--- src/rtl/sccb_arb_pkg.sv ---
// Shared types and constants for the SCCB command arbiter.
// Holds the FSM state encoding and the payload/frame widths.
package sccb_arb_pkg;

    typedef enum logic [1:0] {
        ST_IDLE    = 2'd0,
        ST_LAUNCH  = 2'd1,
        ST_WAIT    = 2'd2,
        ST_RELEASE = 2'd3
    } arb_state_e;

    localparam int PAYLOAD_W = 24;
    localparam int FRAME_W   = 32;

    localparam logic [7:0] DEV_ADDR_DEF = 8'h78;

endpackage

--- src/rtl/sccb_cmd_arbiter_if.sv ---
// Requester/engine bundle of the SCCB command arbiter.
// master = requesters + I2C engine side, slave = arbiter side.
interface sccb_cmd_arbiter_if #(
    parameter int NUM_REQ = 3
);
    import sccb_arb_pkg::*;

    logic [NUM_REQ-1:0]           req;
    logic [NUM_REQ*PAYLOAD_W-1:0] req_data;
    logic [NUM_REQ-1:0]           gnt;
    logic [NUM_REQ-1:0]           done;
    logic [NUM_REQ-1:0]           err;
    logic [FRAME_W-1:0]           i2c_data;
    logic                         start;
    logic                         tr_end;
    logic                         ack;
    logic                         busy;

    modport master (
        output req, req_data, tr_end, ack,
        input  gnt, done, err, i2c_data, start, busy
    );

    modport slave (
        input  req, req_data, tr_end, ack,
        output gnt, done, err, i2c_data, start, busy
    );

endinterface

--- src/rtl/sccb_cmd_arbiter_rr_pick.sv ---
// Combinational round-robin picker; last owner is kept one-hot.
// Search starts just above the last owner and wraps to bit 0.
module rr_pick
    import sccb_arb_pkg::*;
#(
    parameter int NUM_REQ = 3
) (
    input  logic [NUM_REQ-1:0] req_i,
    input  logic [NUM_REQ-1:0] last_i,
    output logic [NUM_REQ-1:0] win_o
);

    localparam logic [NUM_REQ-1:0] ONE = NUM_REQ'(1);

    logic [NUM_REQ-1:0] hi_mask;
    logic [NUM_REQ-1:0] hi_req;
    logic [NUM_REQ-1:0] pool;

    // Lowest set bit above last owner, else lowest set bit overall
    always_comb begin
        hi_mask = ~((last_i << 1) - ONE);
        hi_req  = req_i & hi_mask;
        pool    = (|hi_req) ? hi_req : req_i;
        win_o   = pool & (~pool + ONE);
    end

endmodule

--- src/rtl/sccb_cmd_arbiter.sv ---
// Arbitrates register-write requests onto one SCCB/I2C engine.
// Define ARB_TIMEOUT_EN to add a WAIT-state watchdog.
module sccb_cmd_arbiter
    import sccb_arb_pkg::*;
#(
    parameter int          NUM_REQ     = 3,
    parameter logic [7:0]  DEV_ADDR    = DEV_ADDR_DEF,
    parameter logic [15:0] TIMEOUT_CYC = 16'd2000
) (
    input logic               clock_i2c,
    input logic               camera_rst,
    sccb_cmd_arbiter_if.slave bus
);

    arb_state_e            state_q;
    logic [NUM_REQ-1:0]    gnt_q;
    logic [NUM_REQ-1:0]    done_q;
    logic [NUM_REQ-1:0]    err_q;
    logic [NUM_REQ-1:0]    last_q;
    logic [FRAME_W-1:0]    frame_q;
    logic                  start_q;
    logic                  busy_q;
    logic [NUM_REQ-1:0]    win;
    logic [PAYLOAD_W-1:0]  pick_data;
    logic                  timed_out;

    rr_pick #(
        .NUM_REQ (NUM_REQ)
    ) u_pick (
        .req_i  (bus.req),
        .last_i (last_q),
        .win_o  (win)
    );

    // Payload of the one-hot winner
    always_comb begin
        pick_data = '0;
        for (int i = 0; i < NUM_REQ; i++) begin
            if (win[i]) begin
                pick_data = pick_data
                          | bus.req_data[PAYLOAD_W*i +: PAYLOAD_W];
            end
        end
    end

`ifdef ARB_TIMEOUT_EN
    logic [15:0] wdog_q;
    logic [15:0] wdog_d;

    assign wdog_d = wdog_q + 16'd1;

    // Counts WAIT cycles; cleared while launching
    always_ff @(posedge clock_i2c or posedge camera_rst) begin
        if (camera_rst) begin
            wdog_q <= '0;
        end else if (state_q == ST_LAUNCH) begin
            wdog_q <= '0;
        end else if (state_q == ST_WAIT) begin
            wdog_q <= wdog_d;
        end
    end

    assign timed_out = (state_q == ST_WAIT)
                     && (wdog_d == TIMEOUT_CYC);
`else
    assign timed_out = 1'b0;
`endif

    // Transaction FSM with registered handshake outputs
    always_ff @(posedge clock_i2c or posedge camera_rst) begin
        if (camera_rst) begin
            state_q <= ST_IDLE;
            gnt_q   <= '0;
            done_q  <= '0;
            err_q   <= '0;
            start_q <= 1'b0;
            busy_q  <= 1'b0;
            frame_q <= '0;
            last_q  <= {1'b1, {(NUM_REQ-1){1'b0}}};
        end else begin
            done_q <= '0;
            err_q  <= '0;
            unique case (state_q)
                ST_IDLE: begin
                    if (|bus.req) begin
                        gnt_q   <= win;
                        frame_q <= {DEV_ADDR, pick_data};
                        busy_q  <= 1'b1;
                        state_q <= ST_LAUNCH;
                    end
                end
                ST_LAUNCH: begin
                    start_q <= 1'b1;
                    state_q <= ST_WAIT;
                end
                ST_WAIT: begin
                    if (bus.tr_end || timed_out) begin
                        start_q <= 1'b0;
                        done_q  <= gnt_q;
                        err_q   <= gnt_q
                                 & {NUM_REQ{bus.ack | timed_out}};
                        last_q  <= gnt_q;
                        state_q <= ST_RELEASE;
                    end
                end
                ST_RELEASE: begin
                    gnt_q   <= '0;
                    busy_q  <= 1'b0;
                    state_q <= ST_IDLE;
                end
            endcase
        end
    end

    assign bus.gnt      = gnt_q;
    assign bus.done     = done_q;
    assign bus.err      = err_q;
    assign bus.i2c_data = frame_q;
    assign bus.start    = start_q;
    assign bus.busy     = busy_q;

endmodule

--- src/flat_wrapper.sv ---
// flat-port wrapper written by rule: the top's interface ports become plain ports
module sccb_cmd_arbiter_flat import sccb_arb_pkg::*;
#(
    parameter int          NUM_REQ     = 3,
    parameter logic [7:0]  DEV_ADDR    = DEV_ADDR_DEF,
    parameter logic [15:0] TIMEOUT_CYC = 16'd2000
)
  (clock_i2c, camera_rst, bus_req, bus_req_data, bus_tr_end, bus_ack, bus_gnt, bus_done, bus_err, bus_i2c_data, bus_start, bus_busy);
  sccb_cmd_arbiter_if #(.NUM_REQ(NUM_REQ)) bus_i ();
  input logic clock_i2c;
  input logic camera_rst;
  input wire logic [$bits(bus_i.req)-1:0] bus_req;
  input wire logic [$bits(bus_i.req_data)-1:0] bus_req_data;
  input wire logic [$bits(bus_i.tr_end)-1:0] bus_tr_end;
  input wire logic [$bits(bus_i.ack)-1:0] bus_ack;
  output wire logic [$bits(bus_i.gnt)-1:0] bus_gnt;
  output wire logic [$bits(bus_i.done)-1:0] bus_done;
  output wire logic [$bits(bus_i.err)-1:0] bus_err;
  output wire logic [$bits(bus_i.i2c_data)-1:0] bus_i2c_data;
  output wire logic [$bits(bus_i.start)-1:0] bus_start;
  output wire logic [$bits(bus_i.busy)-1:0] bus_busy;
  assign bus_i.req = bus_req;
  assign bus_i.req_data = bus_req_data;
  assign bus_i.tr_end = bus_tr_end;
  assign bus_i.ack = bus_ack;
  assign bus_gnt = bus_i.gnt;
  assign bus_done = bus_i.done;
  assign bus_err = bus_i.err;
  assign bus_i2c_data = bus_i.i2c_data;
  assign bus_start = bus_i.start;
  assign bus_busy = bus_i.busy;
  sccb_cmd_arbiter #(.NUM_REQ(NUM_REQ), .DEV_ADDR(DEV_ADDR), .TIMEOUT_CYC(TIMEOUT_CYC)) u_core (.clock_i2c(clock_i2c), .camera_rst(camera_rst), .bus(bus_i));
endmodule
--- config.mk ---
export PLATFORM = sky130hd
export DESIGN_NAME = sccb_cmd_arbiter_flat
export DESIGN_NICKNAME = d
export VERILOG_FILES = /design/src/rtl/sccb_arb_pkg.sv /design/src/rtl/sccb_cmd_arbiter_if.sv /design/src/rtl/sccb_cmd_arbiter_rr_pick.sv /design/src/rtl/sccb_cmd_arbiter.sv /design/src/flat_wrapper.sv
export SDC_FILE = /design/constraint.sdc
export NUM_CORES = 1
export LEC_CHECK = 0
export BUFFER_PORTS_ARGS = -buffer_cell sky130_fd_sc_hd__buf_2
export CAP_MARGIN = 5
export CORE_AREA = 2 2 69 71
export CTS_BUF_LIST = sky130_fd_sc_hd__clkbuf_8
export DETAILED_ROUTE_END_ITERATION = 10
export DIE_AREA = 0 0 71 73
export GPL_ROUTABILITY_DRIVEN = 0
export PLACE_DENSITY = 0.85
export SLEW_MARGIN = 20
export SYNTH_ARGS = -nofsm -noshare
export SYNTH_HDL_FRONTEND = slang
export SYNTH_SLANG_ARGS = --single-unit
--- constraint.sdc ---
create_clock -name clock_i2c -period 2.59 [get_ports clock_i2c]
set_input_delay 0.259 -clock clock_i2c [delete_from_list [all_inputs] [get_ports clock_i2c]]
set_output_delay 0.259 -clock clock_i2c [all_outputs]
set_load 0.02 [all_outputs]
==> metrics.log, run 1 <==
INFO  metric run_status = complete, no violations
INFO  metric num-nets-final = roughly 400
INFO  metric grt_setup_unrepaired = no
INFO  metric antenna_violations_before_repair = 0
INFO  metric timing_worst_slew_pin_value = ~630 ps
INFO  metric timing.final.max_slew_violations = 0
INFO  metric syn-instance-count = 203
INFO  metric n_antenna_cell = 0
INFO  metric report.power.total = 0.00310 W
INFO  metric clkPwrFrac = around 17%
INFO  metric setup_viol_count_final = 0
INFO  metric io_buffers = 117
INFO  metric synth.ff_latch_count = 40
INFO  metric combinationalPowerShare = approximately half
INFO  metric detailroute.via_count = between 1500 and 2000
INFO  metric sequential_power_share = roughly a third
INFO  metric count_of_warnings_emitted_by_yosys = 0
INFO  metric pre_cts_slack = 707 ps
INFO  metric synth-async-reset-ratio = 100%
INFO  metric p_int = approximately 0.0018 W
INFO  metric placementRows = 25
INFO  metric switching_power = between 0.001 and 0.0015 W
INFO  metric crit_path_time_final = 1870 ps
INFO  metric timing.critical_path.required = between 2000 and 3000 ps
INFO  metric vias_per_cell = about 5.3
INFO  metric count_of_flip_flops_with_a_built_in_enable_after_synthesis = 0
INFO  metric global_route_wire_length_before_repair = between 8000 and 9000 um
INFO  metric fmaxAchievable = about 0.53 GHz
INFO  metric finalClockSkew = 4.89 ps
INFO  metric setup.worst_path.end_class = flop
INFO  metric drv.max_cap_violation_count = 0
INFO  metric routed_wire_length_per_instance = about 15 um
INFO  metric critical_path.startpoint_type = flop
INFO  metric drive_gt1_share = between 40% and 50%
INFO  metric timing.final.hold_violations = 0
INFO  metric cts_max_level = 2
INFO  metric total_routing_resource_utilization_after_global_routing = 20.7%
INFO  metric number_of_nets_with_antenna_violations_after_detailed_routing = 0
INFO  metric synth_most_common_cell = sky130_fd_sc_hd__dfrtp_1
INFO  metric synth_top_area_share = a little under 50%
INFO  metric power_per_cell_area = 1140 nW/um^2
INFO  metric ys_top_cells_by_area = sky130_fd_sc_hd__dfrtp_1, sky130_fd_sc_hd__a32oi_1, sky130_fd_sc_hd__a31oi_1, sky130_fd_sc_hd__nand2_1, sky130_fd_sc_hd__nor2_1
INFO  metric initial_core_utilization = 45.4%
INFO  metric worstPathArrival = approximately 2100 ps
INFO  metric first_iteration_detailed_routing_drc_count = 100
INFO  metric io_pins = between 100 and 150
INFO  metric ctsRootBufferMaster = sky130_fd_sc_hd__clkbuf_8
INFO  metric vdd_ir_drop_max = approximately 540 uV
INFO  metric drc = 0
INFO  metric syn_avg_cell_area = 10.1 sq um
INFO  metric global_route.overflow_total = 0
INFO  metric post-route-period-util = around 72%
INFO  metric synth_top_flop_cell = sky130_fd_sc_hd__dfrtp_1
INFO  metric post_synth_most_frequent_cells = sky130_fd_sc_hd__dfrtp_1, sky130_fd_sc_hd__nand2_1, sky130_fd_sc_hd__nor2_1, sky130_fd_sc_hd__a31oi_1, sky130_fd_sc_hd__a32oi_1
INFO  metric yosys.area.top_type = sky130_fd_sc_hd__dfrtp_1
INFO  metric setup_slack = around 720 ps
INFO  metric detailedPlacementHpwl = 3890 um
INFO  metric die_h = 73 um
INFO  metric fraction_of_power_spent_switching_nets = between 40% and 50%
INFO  metric worst_skew_pair.late_latency = about 300 ps
INFO  metric vias_in_the_first_global_route = 1804
INFO  metric placeableCoreArea = between 4000 and 5000 sq um
INFO  metric cp_max_fo = 27
INFO  metric clock_tree_from_tritoncts = built
INFO  metric clkTransAtPathRegs = 80 ps
INFO  metric post_cts_buffers = 0
INFO  metric netlist-cell-type-count = 31
INFO  metric wirelength = ~5300 um
INFO  metric layout-area-overhead-vs-synth = 31.4%
INFO  metric hold_path.class = input port to flop
INFO  metric critical_path_class = flop to flop
INFO  metric die_width = between 70 and 80 um
INFO  metric die_area = 5180 sq um
INFO  metric cts_made_buffers = 5
INFO  metric grt_start_max_net_pins = 28
INFO  metric totalNegativeSetupSlack = 0 ps
INFO  metric timing.slew.headroom = ~57%
INFO  metric clock_sinks = 40
INFO  metric detailedRoute.firstPassIterationCount = 4
INFO  metric netlist_area_before_placement = 2060 sq um
INFO  metric yosysSeqAreaShare = between 40% and 50%
INFO  metric clockBufferDepth = 2
INFO  metric p_leak = between 1 and 1.5 nW
==> through the flow <==
stage | util (%) | hold WS (ps) | instance area [sq um] | instances
6_report | 59.6 | 200 | 2710 | 367
5_1_grt | 59.6 | 206 | 2710 | 367
4_1_cts | 59.6 | 192 | 2710 | 367
3_5_place_dp | 57.0 | 301 | 2580 | 358
3_3_place_gp | 57.0 | 299 | 2580 | 358
2_1_floorplan | - | 388 | 2070 | 206
==> cells by family after synthesis <==
family	after synthesis	share of synthesized area, %
flops	40	48.6
buf+inv	28	9.30
fa+ha+maj	5	3.04
compound gates	63	23.9
simple gates	65	14.4
other cells	1	0.182
mux	1	0.547
==> worst max-delay path: stages, from the launching register on <==
cell	delay (ps)
sky130_fd_sc_hd__dfrtp_1	420
sky130_fd_sc_hd__inv_1	110
sky130_fd_sc_hd__ha_1	200
sky130_fd_sc_hd__nor2b_4	460
sky130_fd_sc_hd__buf_4	360
sky130_fd_sc_hd__nor2_1	70
sky130_fd_sc_hd__a31oi_1	160
==> registers in the layout (all words and copies together), names as in the netlist <==
signal and count:
u_core.bus.busy 1, u_core.bus.done 3, u_core.bus.err 3, u_core.bus.gnt 3, u_core.bus.i2c_data 25, u_core.bus.start 1, u_core.last_q 2, u_core.state_q 2
==> metal layers <==
metal  part of all wire [%]  vias up  track usage, %
met4                    2.0        0            8.39
met5                      0        -               0
li1                       -      950               -
met2                     51       90            36.3
met1                     39      912            24.7
met3                    7.4       11            4.70
==> power by group through the flow <==
stage               sequential [W]  clock, W  combinational, W
floorplan                  0.00134         0          0.000877
global placement           0.00106         0           0.00149
detailed placement         0.00107         0           0.00154
CTS                        0.00106  0.000522           0.00155
global route               0.00109  0.000542           0.00168
finish                     0.00106  0.000510           0.00153
==> layout by cell type, fill, tap and decap left out, types with 2 or more instances in the layout <==
master / synthesis / layout
sky130_fd_sc_hd__nand2_1: 26 / 26
sky130_fd_sc_hd__inv_1: 6 / 5
sky130_fd_sc_hd__a21oi_1: 3 / 3
sky130_fd_sc_hd__and2_1: 4 / 4
sky130_fd_sc_hd__conb_1: 1 / 4
sky130_fd_sc_hd__clkbuf_8: 0 / 5
sky130_fd_sc_hd__buf_4: 7 / 3
sky130_fd_sc_hd__a21o_1: 3 / 3
sky130_fd_sc_hd__dfrtp_1: 40 / 40
sky130_fd_sc_hd__ha_1: 5 / 5
sky130_fd_sc_hd__a31oi_1: 24 / 24
sky130_fd_sc_hd__nor2b_4: 1 / 2
sky130_fd_sc_hd__a32oi_1: 24 / 24
sky130_fd_sc_hd__nor2_1: 25 / 25
sky130_fd_sc_hd__a22o_1: 2 / 2
sky130_fd_sc_hd__and3_1: 3 / 3
sky130_fd_sc_hd__buf_2: 6 / 117
==> final timing paths <==
path	startpoint	endpoint	slack [ps]	cells past startpoint
worst min-delay path	bus_ack	u_core.bus.err[2]	200	2
worst max-delay path	u_core.state_q[0]	u_core.bus.i2c_data[20]	720	6
worst max register to register	u_core.state_q[0]	u_core.bus.i2c_data[20]	720	6
min in group asynchronous	camera_rst	u_core.bus.busy	510	3
max in group asynchronous	camera_rst	u_core.bus.i2c_data[20]	1410	4
worst min register to register	u_core.bus.busy	u_core.bus.busy	500	1
==> cell type report <==
type | count | area, sq um
multi-input cells | 138 | 885
repair buffers | 121 | 618
inverters | 6 | 22.5
flip-flops and latches | 40 | 1000
clock inverters | 3 | 42.5
clock buffers | 5 | 68.8
well taps | 54 | 67.6
fillers | 402 | 1830
==> timing repair <==
item                                    4_1_cts  5_1_grt
hold buffers                                  1        0
endpoints found under the setup margin        0        0
endpoints found under the hold margin        18        0
gates resized for setup                       0        0
Note: power is estimated with default switching activity, not from simulation.
==> run 2: changes to the inputs <==
- ABC_AREA: default -> 1
- CORE_AREA: 2 2 69 71 -> 2 2 74 76
- DIE_AREA: 0 0 71 73 -> 0 0 76 78
- PLACE_DENSITY: 0.85 -> 0.8
- clock period: 2.59 -> 1.9 ns (I/O delays scaled with it)
==> metrics.log, run 2 <==
INFO  metric r2r_cells = 6 (unchanged)
INFO  metric vias_per_cell = 4.84 (was 5.35)
INFO  metric timing.critical_path.depth = 6 (unchanged)
INFO  metric clkPwrFrac = 13.7% (was 16.5%)
INFO  metric io_pins = 122 (unchanged)
INFO  metric critical-path-top-delay-family = simple AND/OR/NAND/NOR gates (unchanged)
INFO  metric layout-area-overhead-vs-synth = 30.5% (was 31.4%)
INFO  metric die_h = 78 um (was 73 um)
INFO  metric switching_power = 0.00202 W (was 0.00134 W)
INFO  metric regToRegSetupSlack = 230 ps (was 720 ps)
INFO  metric yosysSeqAreaShare = 43.3% (was 48.6%)
INFO  metric clock_tree_from_tritoncts = built (unchanged)
INFO  metric count_of_warnings_emitted_by_yosys = 0 (unchanged)
INFO  metric critical_path_class = flop to flop (unchanged)
INFO  metric cts_max_level = 2 (unchanged)
INFO  metric post-route-period-util = 88.1% (was 72.3%)
INFO  metric fraction_of_power_spent_switching_nets = 46.0% (was 43.2%)
INFO  metric global_route.overflow_total = 0 (unchanged)
INFO  metric hold_path.class = input port to asynchronous set/reset pin (was input port to flop)
INFO  metric num-nets-final = 515 (was 396)
INFO  metric hold_buf_count_cts = 0 (was 1)
INFO  metric vias_in_the_first_global_route = 2253 (was 1804)
INFO  metric critical-path-slowest-cell = sky130_fd_sc_hd__nand3_2 (was sky130_fd_sc_hd__nor2b_4)
INFO  metric number_of_nets_with_antenna_violations_after_detailed_routing = 0 (unchanged)
INFO  metric rr_endpoint = u_core.bus.i2c_data[0] (was u_core.bus.i2c_data[20])
INFO  metric post_cts_buffers = 0 (unchanged)
INFO  metric drc = 0 (unchanged)
INFO  metric antenna_violations_before_repair = 0 (unchanged)
INFO  metric global_route_wire_length_before_repair = 10400 um (was 8420 um)
INFO  metric count_of_flip_flops_with_a_built_in_enable_after_synthesis = 0 (unchanged)
INFO  metric yosys.area.top_type = sky130_fd_sc_hd__dfrtp_1 (unchanged)
INFO  metric p_leak = 1.64 nW (was 1.34 nW)
INFO  metric ctsRootBufferMaster = sky130_fd_sc_hd__clkbuf_8 (unchanged)
INFO  metric io_buffers = 117 (unchanged)
INFO  metric placeableCoreArea = 5040 sq um (was 4540 sq um)
INFO  metric worstPathArrival = 1860 ps (was 2080 ps)
INFO  metric grt_start_max_net_pins = 41 (was 28)
INFO  metric ys_top_cells_by_area = sky130_fd_sc_hd__dfrtp_1, sky130_fd_sc_hd__nand3_1, sky130_fd_sc_hd__nor2_1, sky130_fd_sc_hd__nand2_1, sky130_fd_sc_hd__buf_4 (was sky130_fd_sc_hd__dfrtp_1, sky130_fd_sc_hd__a32oi_1, sky130_fd_sc_hd__a31oi_1, sky130_fd_sc_hd__nand2_1, sky130_fd_sc_hd__nor2_1)
INFO  metric combinationalPowerShare = 54.1% (was 49.3%)
INFO  metric drive_gt1_share = 32.5% (was 43.5%)
INFO  metric first_iteration_detailed_routing_drc_count = 139 (was 100)
INFO  metric post_dp_cell_area = 2920 sq um (was 2580 sq um)
INFO  metric crit-reg2reg-launch = u_core.last_q[0] (was u_core.state_q[0])
INFO  metric n_antenna_cell = 0 (unchanged)
INFO  metric detailedRoute.firstPassIterationCount = 4 (unchanged)
INFO  metric die_width = 76 um (was 71 um)
INFO  metric vdd_ir_drop_max = 571 uV (was 537 uV)
INFO  metric final_common_cell = sky130_fd_sc_hd__buf_2 (unchanged)
INFO  metric synth_top_area_share = 43.3% (was 48.6%)
INFO  metric timing.critical_path.required = 2080 ps (was 2800 ps)
INFO  metric worst_skew_pair.late_latency = 290 ps (was 300 ps)
INFO  metric violations_in_the_final_reports = negative hold slack
INFO  metric cp_slowest_stage_delay = 490 ps (was 460 ps)
INFO  metric hold_ws = -0.261 ps (was 200 ps)
INFO  metric syn-instance-count = 321 (was 203)
INFO  metric final_design_area_no_fill = 3020 sq um (was 2710 sq um)
INFO  metric power_per_cell_area = 1450 nW/um^2 (was 1140 nW/um^2)
INFO  metric clkTransAtPathRegs = 70 ps (was 80 ps)
INFO  metric wirelength = 6190 um (was 5340 um)
INFO  metric timing.critical_path.cells = nand2_1, nand3_2, nand3_1, nand2_1, nor2_1, nor2_1 (was inv_1, ha_1, nor2b_4, buf_4, nor2_1, a31oi_1)
INFO  metric flip_flop_count_of_the_largest_register_all_copies_and_words_added = 25 (unchanged)
INFO  metric netlist_area_before_placement = 2310 sq um (was 2060 sq um)
INFO  metric cp_max_fo = 25 (was 27)
INFO  metric grt_setup_unrepaired = no (unchanged)
INFO  metric cts_made_buffers = 5 (unchanged)
INFO  metric final_cell_count_without_fillers = 501 (was 367)
INFO  metric cts_resized = 0 (unchanged)
INFO  metric synth.ff_latch_count = 40 (unchanged)
INFO  metric worst_setup_path_endpoint = u_core.bus.i2c_data[0] (was u_core.bus.i2c_data[20])
INFO  metric setup_viol_count_final = 0 (unchanged)
INFO  metric syn_avg_cell_area = 7.20 sq um (was 10.1 sq um)
INFO  metric detailroute.via_count = 2424 (was 1963)
INFO  metric initial_core_utilization = 45.9% (was 45.4%)
INFO  metric most_frequent_cells_in_the_layout = sky130_fd_sc_hd__buf_2, sky130_fd_sc_hd__nor2_1, sky130_fd_sc_hd__nand3_1, sky130_fd_sc_hd__nand2_1, sky130_fd_sc_hd__dfrtp_1 (was sky130_fd_sc_hd__buf_2, sky130_fd_sc_hd__dfrtp_1, sky130_fd_sc_hd__nand2_1, sky130_fd_sc_hd__nor2_1)
INFO  metric timing_worst_slew_pin_value = 602 ps (was 634 ps)
INFO  metric setup.worst_path.end_class = flop (unchanged)
INFO  metric routed_wire_length_per_instance = 12.4 um (was 14.5 um)
INFO  metric fmaxAchievable = 0.597 GHz (was 0.534 GHz)
INFO  metric post_synth_most_frequent_cells = sky130_fd_sc_hd__nor2_1, sky130_fd_sc_hd__nand3_1, sky130_fd_sc_hd__nand2_1, sky130_fd_sc_hd__dfrtp_1, sky130_fd_sc_hd__inv_1 (was sky130_fd_sc_hd__dfrtp_1, sky130_fd_sc_hd__nand2_1, sky130_fd_sc_hd__nor2_1, sky130_fd_sc_hd__a31oi_1, sky130_fd_sc_hd__a32oi_1)
INFO  metric finalClockSkew = 6.66 ps (was 4.89 ps)
INFO  metric total_routing_resource_utilization_after_global_routing = 21.8% (was 20.7%)
INFO  metric report.power.total = 0.00439 W (was 0.00310 W)
INFO  metric timing.final.hold_violations = 1 (was 0)
INFO  metric timing.slew.headroom = 59.8% (was 57.5%)
INFO  metric clock_sinks = 40 (unchanged)
INFO  metric detailedPlacementHpwl = 4520 um (was 3890 um)
INFO  metric synth-async-reset-ratio = 100% (unchanged)
INFO  metric synth_top_flop_cell = sky130_fd_sc_hd__dfrtp_1 (unchanged)
INFO  metric die_area = 5930 sq um (was 5180 sq um)
INFO  metric run_status = complete, but fails checks (was complete, no violations)
INFO  metric netlist-cell-type-count = 21 (was 31)
INFO  metric crit_path_time_final = 1670 ps (was 1870 ps)
INFO  metric timing.final.max_slew_violations = 0 (unchanged)
INFO  metric placed_cells_incl_taps = 494 (was 358)
INFO  metric totalNegativeSetupSlack = 0 ps (unchanged)
INFO  metric placementRows = 26 (was 25)
INFO  metric drv.max_cap_violation_count = 0 (unchanged)
INFO  metric cp_num_buf_inv = 0 (was 2)
INFO  metric clockBufferDepth = 2 (unchanged)
INFO  metric sequential_power_share = 32.2% (was 34.2%)
INFO  metric p_int = 0.00237 W (was 0.00176 W)
INFO  metric worst_setup_path_startpoint = u_core.last_q[0] (was u_core.state_q[0])
INFO  metric critical_path.startpoint_type = flop (unchanged)
INFO  metric synth_most_common_cell = sky130_fd_sc_hd__nor2_1 (was sky130_fd_sc_hd__dfrtp_1)
==> run 2: cell types whose count changed after synthesis, sizes merged, moves of 3 or more <==
cell | before | now
a21o | 3 | 0
a31oi | 24 | 0
a32oi | 24 | 0
and2 | 4 | 0
and3 | 3 | 0
buf | 20 | 23
inv | 6 | 20
nand2 | 26 | 61
nand3 | 0 | 75
nor2 | 25 | 78
nor2b | 3 | 0
o21ai | 1 | 6
o22ai | 0 | 4
==> run 2: area by class of cell <==
cell class	count	area, sq um
fill	478	2020
inverter	20	75.1
multi-input combinational	239	1090
tap	70	87.6
sequential	40	1000
timing repair buffer	125	671
clock buffer	7	96.3
==> run 2: how the worst min path moves through the flow <==
stage | start | end
floorplan | bus_ack | u_core.bus.err[1]
global placement | camera_rst | u_core.bus.i2c_data[27]
detailed placement | camera_rst | u_core.bus.done[2]
CTS | camera_rst | u_core.bus.done[2]
global route | camera_rst | u_core.bus.i2c_data[2]
finish | camera_rst | u_core.bus.err[1]
==> run 2: logic make-up (layout without fill, tap and decap cells) <==
family | count (synthesis) | in the layout | synth area share, %
simple gates | 217 | 217 | 40.4
buf+inv | 45 | 152 | 10.2
flops | 40 | 40 | 43.3
compound gates | 13 | 13 | 3.30
fa+ha+maj | 5 | 5 | 2.71
other cells | 1 | 4 | 0.162
==> run 2: tightest hold or removal path, delay by kind of cell <==
kind,cells,cell delay [ps]
buffers and inverters,3,540
==> run 2: per-stage QoR <==
stage               util [%]  setup slack [ps]
finish                  59.9               226
global route            59.9              81.9
CTS                     59.9               277
detailed placement      57.9               282
global placement        57.9               373
floorplan                  -               617
==> run 2: power groups by stage <==
stage | Combinational (W) | Clock [W] | Sequential (W)
2_1_floorplan | 0.00129 | 0 | 0.00180
3_3_place_gp | 0.00234 | 0 | 0.00142
3_5_place_dp | 0.00240 | 0 | 0.00143
4_1_cts | 0.00240 | 0.000622 | 0.00141
5_1_grt | 0.00268 | 0.000651 | 0.00147
6_report | 0.00238 | 0.000601 | 0.00141
==> run 2: routing by layer <==
layer / up-vias / global-route usage [%] / routed length (um)
met5: - / 0 / 0
met1: 1085 / 25.5 / 2570
met2: 103 / 40.4 / 3130
met4: 0 / 5.45 / 50
met3: 5 / 5.23 / 447
li1: 1231 / - / -
